===== src/rtl/mk14_serial_loader_pkg.sv =====
// Shared types and constants for the MK14 serial program loader.
//   loader_state_t : frame-level FSM states
//   rx_state_t     : UART receiver states
//   clks_per_bit() : rounds system clock / line rate to the nearest whole cycle
package mk14_loader_pkg;

   localparam int unsigned DATA_W = 8;
   localparam int unsigned ADDR_W = 16;
   localparam int unsigned LEN_W  = 9;

   localparam logic [DATA_W-1:0] SYNC_BYTE = 8'h55;

   typedef enum logic [2:0] {
      S_SYNC,
      S_AHI,
      S_ALO,
      S_LEN,
      S_DATA,
      S_CSUM
   } loader_state_t;

   typedef enum logic [1:0] {
      R_IDLE,
      R_START,
      R_DATA,
      R_STOP
   } rx_state_t;

   // Nearest-integer clock cycles per UART bit.
   function automatic int unsigned clks_per_bit(input int unsigned freq_mhz,
                                                input int unsigned baud);
      return (freq_mhz * 32'd1_000_000 + baud / 32'd2) / baud;
   endfunction

endpackage


===== src/rtl/mk14_serial_loader_if.sv =====
// Byte write port from the loader into the SoC memory write mux.
//   mem_we    : one-cycle write strobe
//   mem_addr  : write address (held between strobes)
//   mem_wdata : write data (held between strobes)
// master = loader side (drives), slave = memory side (observes).
interface mk14_serial_loader_if;
   import mk14_loader_pkg::*;

   logic              mem_we;
   logic [ADDR_W-1:0] mem_addr;
   logic [DATA_W-1:0] mem_wdata;

   modport master (output mem_we, output mem_addr, output mem_wdata);
   modport slave  (input  mem_we, input  mem_addr, input  mem_wdata);

endinterface


===== src/rtl/mk14_serial_loader_uart_rx.sv =====
// 8N1 UART receiver with a 2-FF input synchroniser.
//   clk, rst_n : system clock, async active-low reset
//   rx         : asynchronous serial input, idle high
//   data       : last received byte (valid with byte_valid)
//   byte_valid : one-cycle pulse at stop-bit centre, stop bit high
//   frame_err  : one-cycle pulse at stop-bit centre, stop bit low
module uart_rx
   import mk14_loader_pkg::*;
#(
   parameter int unsigned CLKS_PER_BIT = 234
) (
   input  logic              clk,
   input  logic              rst_n,
   input  logic              rx,
   output logic [DATA_W-1:0] data,
   output logic              byte_valid,
   output logic              frame_err
);

   localparam int unsigned CNT_W    = $clog2(CLKS_PER_BIT + 1);
   localparam int unsigned HALF_BIT = CLKS_PER_BIT / 2;

   logic              rx_meta;
   logic              rx_sync;
   logic              rx_prev;
   rx_state_t         state;
   logic [CNT_W-1:0]  cnt;
   logic [2:0]        bit_idx;
   logic [DATA_W-1:0] shreg;

   // Synchroniser plus one delay stage for falling-edge detection; idle high.
   always_ff @(posedge clk or negedge rst_n) begin
      if (!rst_n) begin
         rx_meta <= 1'b1;
         rx_sync <= 1'b1;
         rx_prev <= 1'b1;
      end else begin
         rx_meta <= rx;
         rx_sync <= rx_meta;
         rx_prev <= rx_sync;
      end
   end

   // Bit-timing FSM: confirm start at half bit, then sample every full bit.
   always_ff @(posedge clk or negedge rst_n) begin
      if (!rst_n) begin
         state      <= R_IDLE;
         cnt        <= '0;
         bit_idx    <= '0;
         shreg      <= '0;
         data       <= '0;
         byte_valid <= 1'b0;
         frame_err  <= 1'b0;
      end else begin
         byte_valid <= 1'b0;
         frame_err  <= 1'b0;
         case (state)
            R_IDLE: begin
               cnt     <= '0;
               bit_idx <= '0;
               if (rx_prev && !rx_sync) begin
                  state <= R_START;
               end
            end
            R_START: begin
               if (cnt == CNT_W'(HALF_BIT - 1)) begin
                  cnt <= '0;
                  // Line back high at mid start bit: treat as a glitch.
                  state <= rx_sync ? R_IDLE : R_DATA;
               end else begin
                  cnt <= cnt + CNT_W'(1);
               end
            end
            R_DATA: begin
               if (cnt == CNT_W'(CLKS_PER_BIT - 1)) begin
                  cnt     <= '0;
                  shreg   <= {rx_sync, shreg[DATA_W-1:1]};
                  bit_idx <= bit_idx + 3'd1;
                  if (bit_idx == 3'd7) begin
                     state <= R_STOP;
                  end
               end else begin
                  cnt <= cnt + CNT_W'(1);
               end
            end
            R_STOP: begin
               if (cnt == CNT_W'(CLKS_PER_BIT - 1)) begin
                  cnt   <= '0;
                  state <= R_IDLE;
                  if (rx_sync) begin
                     data       <= shreg;
                     byte_valid <= 1'b1;
                  end else begin
                     frame_err <= 1'b1;
                  end
               end else begin
                  cnt <= cnt + CNT_W'(1);
               end
            end
            default: state <= R_IDLE;
         endcase
      end
   end

endmodule


===== src/rtl/mk14_serial_loader.sv =====
// Serial program loader: receives 0x55|AHI|ALO|LEN|data*LEN|CSUM frames over
// UART and writes the data bytes into memory.
//   clk, rst_n : system clock, async active-low reset
//   rx         : UART serial input, idle high
//   rx_wait    : holds the CPU off while a frame is in flight
//   mem        : byte write port (mem_we / mem_addr / mem_wdata)
//   load_done  : one-cycle pulse, frame ended with a good checksum
//   load_err   : one-cycle pulse, frame aborted (checksum, framing, timeout)
module mk14_serial_loader
   import mk14_loader_pkg::*;
#(
   parameter int unsigned CLOCK_FREQ_MHZ = 27,
   parameter int unsigned BAUD           = 115200,
   parameter int unsigned TIMEOUT_BITS   = 40
) (
   input  logic                        clk,
   input  logic                        rst_n,
   input  logic                        rx,
   output logic                        rx_wait,
   mk14_serial_loader_if.master        mem,
   output logic                        load_done,
   output logic                        load_err
);

   localparam int unsigned CLKS_PER_BIT   = clks_per_bit(CLOCK_FREQ_MHZ, BAUD);
   localparam int unsigned TIMEOUT_CYCLES = TIMEOUT_BITS * CLKS_PER_BIT;
   localparam int unsigned GAP_W          = $clog2(TIMEOUT_CYCLES + 1);

   logic [DATA_W-1:0] rx_data;
   logic              byte_valid;
   logic              frame_err;

   loader_state_t     state;
   logic [LEN_W-1:0]  byte_cnt;
   logic [ADDR_W-1:0] addr;
   logic [DATA_W-1:0] csum;
   logic [GAP_W-1:0]  gap_cnt;

   logic              mem_we_q;
   logic [ADDR_W-1:0] mem_addr_q;
   logic [DATA_W-1:0] mem_wdata_q;

   logic              timeout_c;
   logic [DATA_W-1:0] csum_next_c;

   uart_rx #(
      .CLKS_PER_BIT (CLKS_PER_BIT)
   ) u_uart_rx (
      .clk        (clk),
      .rst_n      (rst_n),
      .rx         (rx),
      .data       (rx_data),
      .byte_valid (byte_valid),
      .frame_err  (frame_err)
   );

   assign timeout_c   = (state != S_SYNC) && (gap_cnt == GAP_W'(TIMEOUT_CYCLES));
   assign csum_next_c = csum + rx_data;

   // Idle-gap counter: restarts on each received byte, parked while hunting for sync.
   always_ff @(posedge clk or negedge rst_n) begin
      if (!rst_n) begin
         gap_cnt <= '0;
      end else if (byte_valid || state == S_SYNC) begin
         gap_cnt <= '0;
      end else if (!timeout_c) begin
         gap_cnt <= gap_cnt + GAP_W'(1);
      end
   end

   // Frame FSM with address counter, length counter and running checksum.
   always_ff @(posedge clk or negedge rst_n) begin
      if (!rst_n) begin
         state       <= S_SYNC;
         byte_cnt    <= '0;
         addr        <= '0;
         csum        <= '0;
         rx_wait     <= 1'b0;
         load_done   <= 1'b0;
         load_err    <= 1'b0;
         mem_we_q    <= 1'b0;
         mem_addr_q  <= '0;
         mem_wdata_q <= '0;
      end else begin
         mem_we_q  <= 1'b0;
         load_done <= 1'b0;
         load_err  <= 1'b0;
         if (frame_err && state != S_SYNC) begin
            // A broken byte inside a frame aborts it; in S_SYNC it is simply dropped.
            state    <= S_SYNC;
            rx_wait  <= 1'b0;
            load_err <= 1'b1;
         end else if (byte_valid) begin
            case (state)
               S_SYNC: begin
                  if (rx_data == SYNC_BYTE) begin
                     state   <= S_AHI;
                     rx_wait <= 1'b1;
                     csum    <= '0;
                  end
               end
               S_AHI: begin
                  addr[ADDR_W-1:8] <= rx_data;
                  csum             <= csum_next_c;
                  state            <= S_ALO;
               end
               S_ALO: begin
                  addr[7:0] <= rx_data;
                  csum      <= csum_next_c;
                  state     <= S_LEN;
               end
               S_LEN: begin
                  // LEN of zero stands for a full 256-byte block.
                  byte_cnt <= (rx_data == '0) ? LEN_W'(256) : LEN_W'(rx_data);
                  csum     <= csum_next_c;
                  state    <= S_DATA;
               end
               S_DATA: begin
                  mem_we_q    <= 1'b1;
                  mem_addr_q  <= addr;
                  mem_wdata_q <= rx_data;
                  addr        <= addr + ADDR_W'(1);
                  csum        <= csum_next_c;
                  byte_cnt    <= byte_cnt - LEN_W'(1);
                  if (byte_cnt == LEN_W'(1)) begin
                     state <= S_CSUM;
                  end
               end
               S_CSUM: begin
                  state   <= S_SYNC;
                  rx_wait <= 1'b0;
                  if (csum_next_c == '0) begin
                     load_done <= 1'b1;
                  end else begin
                     load_err <= 1'b1;
                  end
               end
               default: begin
                  state   <= S_SYNC;
                  rx_wait <= 1'b0;
               end
            endcase
         end else if (timeout_c) begin
            state    <= S_SYNC;
            rx_wait  <= 1'b0;
            load_err <= 1'b1;
         end
      end
   end

   assign mem.mem_we    = mem_we_q;
   assign mem.mem_addr  = mem_addr_q;
   assign mem.mem_wdata = mem_wdata_q;

endmodule


===== src/flat_wrapper.sv =====
// flat-port wrapper written by rule: the top's interface ports become plain ports
module mk14_serial_loader_flat import mk14_loader_pkg::*;
#(
   parameter int unsigned CLOCK_FREQ_MHZ = 27,
   parameter int unsigned BAUD           = 115200,
   parameter int unsigned TIMEOUT_BITS   = 40
)
  (clk, rst_n, rx, rx_wait, load_done, load_err, mem_mem_we, mem_mem_addr, mem_mem_wdata);
  mk14_serial_loader_if mem_i ();
  input  logic clk;
  input  logic rst_n;
  input  logic rx;
  output logic rx_wait;
  output logic load_done;
  output logic load_err;
  output wire logic [$bits(mem_i.mem_we)-1:0] mem_mem_we;
  output wire logic [$bits(mem_i.mem_addr)-1:0] mem_mem_addr;
  output wire logic [$bits(mem_i.mem_wdata)-1:0] mem_mem_wdata;
  assign mem_mem_we = mem_i.mem_we;
  assign mem_mem_addr = mem_i.mem_addr;
  assign mem_mem_wdata = mem_i.mem_wdata;
  mk14_serial_loader #(.CLOCK_FREQ_MHZ(CLOCK_FREQ_MHZ), .BAUD(BAUD), .TIMEOUT_BITS(TIMEOUT_BITS)) u_core (.clk(clk), .rst_n(rst_n), .rx(rx), .rx_wait(rx_wait), .mem(mem_i), .load_done(load_done), .load_err(load_err));
endmodule

===== config.mk =====
export PLATFORM = sky130hd
export DESIGN_NAME = mk14_serial_loader_flat
export DESIGN_NICKNAME = d
export VERILOG_FILES = /design/src/rtl/mk14_serial_loader_pkg.sv /design/src/rtl/mk14_serial_loader_if.sv /design/src/rtl/mk14_serial_loader_uart_rx.sv /design/src/rtl/mk14_serial_loader.sv /design/src/flat_wrapper.sv
export SDC_FILE = /design/constraint.sdc
export NUM_CORES = 1
export LEC_CHECK = 0
export ABC_AREA = 1
export BUFFER_PORTS_ARGS = -buffer_cell sky130_fd_sc_hd__buf_4
export CAP_MARGIN = 20
export CORE_UTILIZATION = 25
export DETAILED_ROUTE_END_ITERATION = 16
export SLEW_MARGIN = 20
export SYNTH_ARGS = -nofsm -noshare
export SYNTH_HDL_FRONTEND = slang
export SYNTH_SLANG_ARGS = --single-unit

===== constraint.sdc =====
create_clock -name clk -period 2.8 [get_ports clk]
set_input_delay 0.42 -clock clk [delete_from_list [all_inputs] [get_ports clk]]
set_output_delay 0.42 -clock clk [all_outputs]
set_load 0.02 [all_outputs]

==> impl_results.rst <==
.. list-table::
   :header-rows: 1

   * - Metric
     - Value
   * - Area enclosed by the die boundary
     - 23690 um2
   * - Max Root-Sink Buffers
     - 2
   * - Hold Crit Class
     - in -> async
   * - First-pass iteration count of the detailed router
     - 4
   * - DRT iter0 DRCs
     - 413
   * - Post-synthesis instance total
     - 716
   * - Final hold vios
     - 0
   * - Core footprint
     - 22640 um2
   * - Post-layout nets
     - 770
   * - Start-to-end type of the worst setup path
     - reg -> reg
   * - Cell accounting for the most synthesized area
     - sky130_fd_sc_hd__dfrtp_1
   * - Count of unique library cells instantiated by Yosys
     - 39
   * - Area growth from synthesis to layout
     - 15.61%
   * - Number of flip-flops and latches in the synthesized netlist
     - 112
   * - Pin count of the biggest net entering global routing
     - 50
   * - Post-DRT Antenna Nets
     - 0
   * - Remaining routing DRC violations
     - 0
   * - Fillers
     - 2381
   * - Total area of sequential cells
     - 2806 um2
   * - Share of synthesized registers carrying an async set or reset
     - 100.0%
   * - Number of nets produced by synthesis
     - 737
   * - Worst Tran Pin Value
     - 575.0 ps
   * - Area fraction of the dominant cell type after synthesis
     - 47.28%
   * - Netlist Area Pre-Place
     - 5769 um2
   * - Data arrival time of the critical path
     - 2300 ps
   * - Most used flip-flop cell after synthesis
     - sky130_fd_sc_hd__dfrtp_1
   * - Slew headroom
     - 61.54%
   * - Final RePlAce weighted congestion
     - 0.8184
   * - Count of input and output buffers
     - 30
   * - Outcome
     - finished clean
   * - Final standard cell utilization of the core
     - 29.46%
   * - Maximum achievable frequency
     - 497.9 MHz
   * - CTS tree
     - done
   * - Detailed placer's ending HPWL
     - 9234 um
   * - Sort of element at the end of the critical path
     - register
   * - Sinks on Clock Net
     - 112
   * - Max VDD drop
     - 0.5484 mV
   * - Global router's overall resource usage
     - 11.30%
   * - I/O pins
     - 31
   * - Synth top area cells
     - sky130_fd_sc_hd__dfrtp_1 47%, sky130_fd_sc_hd__nand2_1 12%, sky130_fd_sc_hd__o21ai_0 6.2%
   * - Synthesis warning total
     - 0
   * - Root buf cell
     - sky130_fd_sc_hd__clkbuf_16
   * - CP required
     - 3090 ps
   * - Post-route clock period utilization
     - 71.74%
   * - Unrepaired setup endpoints after global routing
     - no
   * - Critical path launch point type
     - register
   * - Via count of the first global-routing pass
     - 4307
   * - Shortest clock period the worst path allows after layout
     - 2009 ps
   * - Number of enable flip-flop cells after synthesis
     - 0
   * - Number of H-tree levels
     - 3
   * - Initial antenna violation count
     - 0
   * - Number of buffers inserted by hold repair at cts
     - 0
   * - Most frequently used cell type in the post-synthesis netlist
     - sky130_fd_sc_hd__nand2_1
   * - Placement row count
     - 55
   * - Overall via count from detail_route
     - 4565
   * - Post-Route WL
     - 12690 um
   * - Share of the yosys chip area belonging to registers
     - 48.64%
   * - TritonCTS Buffers
     - 9
   * - Floorplan die width
     - 153.9 um
   * - Skew final
     - 10.88 ps
   * - Post-synth top cells
     - 177 x sky130_fd_sc_hd__nand2_1, 109 x sky130_fd_sc_hd__dfrtp_1, 92 x sky130_fd_sc_hd__inv_1
   * - Mapped Avg Cell Area
     - 8.058 um2
   * - Worst-case hold slack
     - 42.45 ps
   * - Setup violation total in the final timing report
     - 0
   * - Post-CTS Setup Inserts
     - 0
   * - Total area of multi-input combinational cells
     - 2509 um2
   * - Worst-path maximum fanout
     - 49
   * - Chip height
     - 153.9 um
   * - Skew-Pair Late Insertion Delay
     - 360 ps
   * - Standby leakage power
     - 3.221 nW
   * - Number of gates given a new drive strength after cts
     - 0
   * - Post-layout instance count excluding filler cells
     - 1039
   * - Antenna diodes
     - 0
   * - Initial standard-cell utilization of the core
     - 25.48%
   * - Setup tns final
     - 0 ps
   * - Wire length of the first global-routing pass
     - 21460 um
   * - Clock input transition at the sequential cells of the worst setup and hold paths
     - 70 ps
   * - Max Slew Vio Count
     - 0
   * - Count of max-cap constraint violations
     - 0
   * - Proportion of layout cells with a drive suffix above 1
     - 10.08%
   * - Remaining Overflow, GRT
     - 0
   * - Routed WL per cell
     - 12.21 um
   * - Number of placed cells counting well taps
     - 1023
   * - Detailed-route vias per instance
     - 4.394
   * - PD cells
     - 516.2 nW/um2
[registers in the layout, summed over array words and instances, names as in the netlist, 3 cells and up, named ones only]
signal                    count
u_core.u_uart_rx.bit_idx      3
u_core.state                  3
u_core.mem.mem_wdata          8
u_core.u_uart_rx.data         8
u_core.byte_cnt               9
u_core.u_uart_rx.shreg        8
u_core.addr                  16
u_core.mem.mem_addr          16
u_core.csum                   8
u_core.gap_cnt               14
u_core.u_uart_rx.cnt          8
[worst paths after layout]
check                                                   start                                       to  slack [ps]  depth (start not counted)
max in group asynchronous                               rst_n       u_core.u_uart_rx.rx_prev$_DFF_PN1_        2070                          2
max                               u_core.state[1]$_DFFE_PN0P_              u_core.state[0]$_DFFE_PN0P_         790                          9
max reg2reg                       u_core.state[1]$_DFFE_PN0P_              u_core.state[0]$_DFFE_PN0P_         790                          9
min in group clk                                           rx       u_core.u_uart_rx.rx_meta$_DFF_PN1_         160                          1
min reg2reg                u_core.u_uart_rx.rx_meta$_DFF_PN1_       u_core.u_uart_rx.rx_sync$_DFF_PN1_         360                          0
min                                                     rst_n  u_core.u_uart_rx.bit_idx[1]$_DFFE_PN0P_          40                          1
[cell families (layout without fill, tap and decap cells)]
kind of cell    after synthesis  after routing  share of synthesized area [%]
fa+ha+maj                    18             18                          4.034
xor+xnor                      8              8                          1.215
simple gates                335            335                          25.68
buf+inv                     110            148                          7.872
flops                       112            112                          48.64
compound gates              133            133                          12.56
[worst max-delay path: stages (launching register included)]
cell                      delay, ps
sky130_fd_sc_hd__dfrtp_1        440
sky130_fd_sc_hd__nor2_4         200
sky130_fd_sc_hd__nand2_4        160
sky130_fd_sc_hd__inv_4          270
sky130_fd_sc_hd__nand2_4        310
sky130_fd_sc_hd__o21ai_1        210
sky130_fd_sc_hd__inv_1           80
sky130_fd_sc_hd__nand2_1        130
sky130_fd_sc_hd__nand2_1         60
sky130_fd_sc_hd__o21ai_1         60
[through the flow]
stage	setup slack, ps	area (um2)	total power, mW
4_1_cts	757.6	6670	3.490
3_3_place_gp	817.8	6315	1.947
2_1_floorplan	1050	5769	1.864
3_5_place_dp	778.7	6315	1.953
6_report	791.4	6670	3.443
5_1_grt	539.5	6670	3.582
[report_power, final]
| part | switching [mW] | leakage [nW] | internal, mW |
|---|---|---|---|
| clock | 0.597 | 0.173 | 0.928 |
| sequential | 0.0380 | 1.55 | 1.65 |
| combinational | 0.164 | 1.50 | 0.0632 |
[cell usage in the layout, fill, tap and decap left out, types with 9 or more instances in the layout]
| cell type | instances |
|---|---|
| sky130_fd_sc_hd__nand2_1 | 177 |
| sky130_fd_sc_hd__dfrtp_1 | 109 |
| sky130_fd_sc_hd__inv_1 | 92 |
| sky130_fd_sc_hd__o21ai_0 | 72 |
| sky130_fd_sc_hd__nor2_1 | 71 |
| sky130_fd_sc_hd__nand3_1 | 41 |
| sky130_fd_sc_hd__buf_4 | 33 |
| sky130_fd_sc_hd__a21oi_1 | 32 |
| sky130_fd_sc_hd__nor3_1 | 18 |
| sky130_fd_sc_hd__ha_1 | 17 |
| sky130_fd_sc_hd__o21ai_1 | 12 |
| sky130_fd_sc_hd__nand4_1 | 11 |
| sky130_fd_sc_hd__clkbuf_16 | 9 |
[layout make-up]
type                    count  share of cell area [%]
repair buffers             34                   4.014
multi-input cells         494                   37.61
clock inverters             4                   1.482
well taps                 285                   5.346
inverters                  98                   5.627
clock buffers              12                   3.845
flip-flops and latches    112                   42.07
[layer usage]
metal | up-vias | GRT usage (%) | routed length [um]
li1 | 2377 | - | -
met1 | 2120 | 15.53 | 6337
met2 | 64 | 17.81 | 5837
met3 | 4 | 2.903 | 442
met4 | 0 | 2.429 | 74
met5 | - | 0 | 0
(Power assumes the default switching activity.)
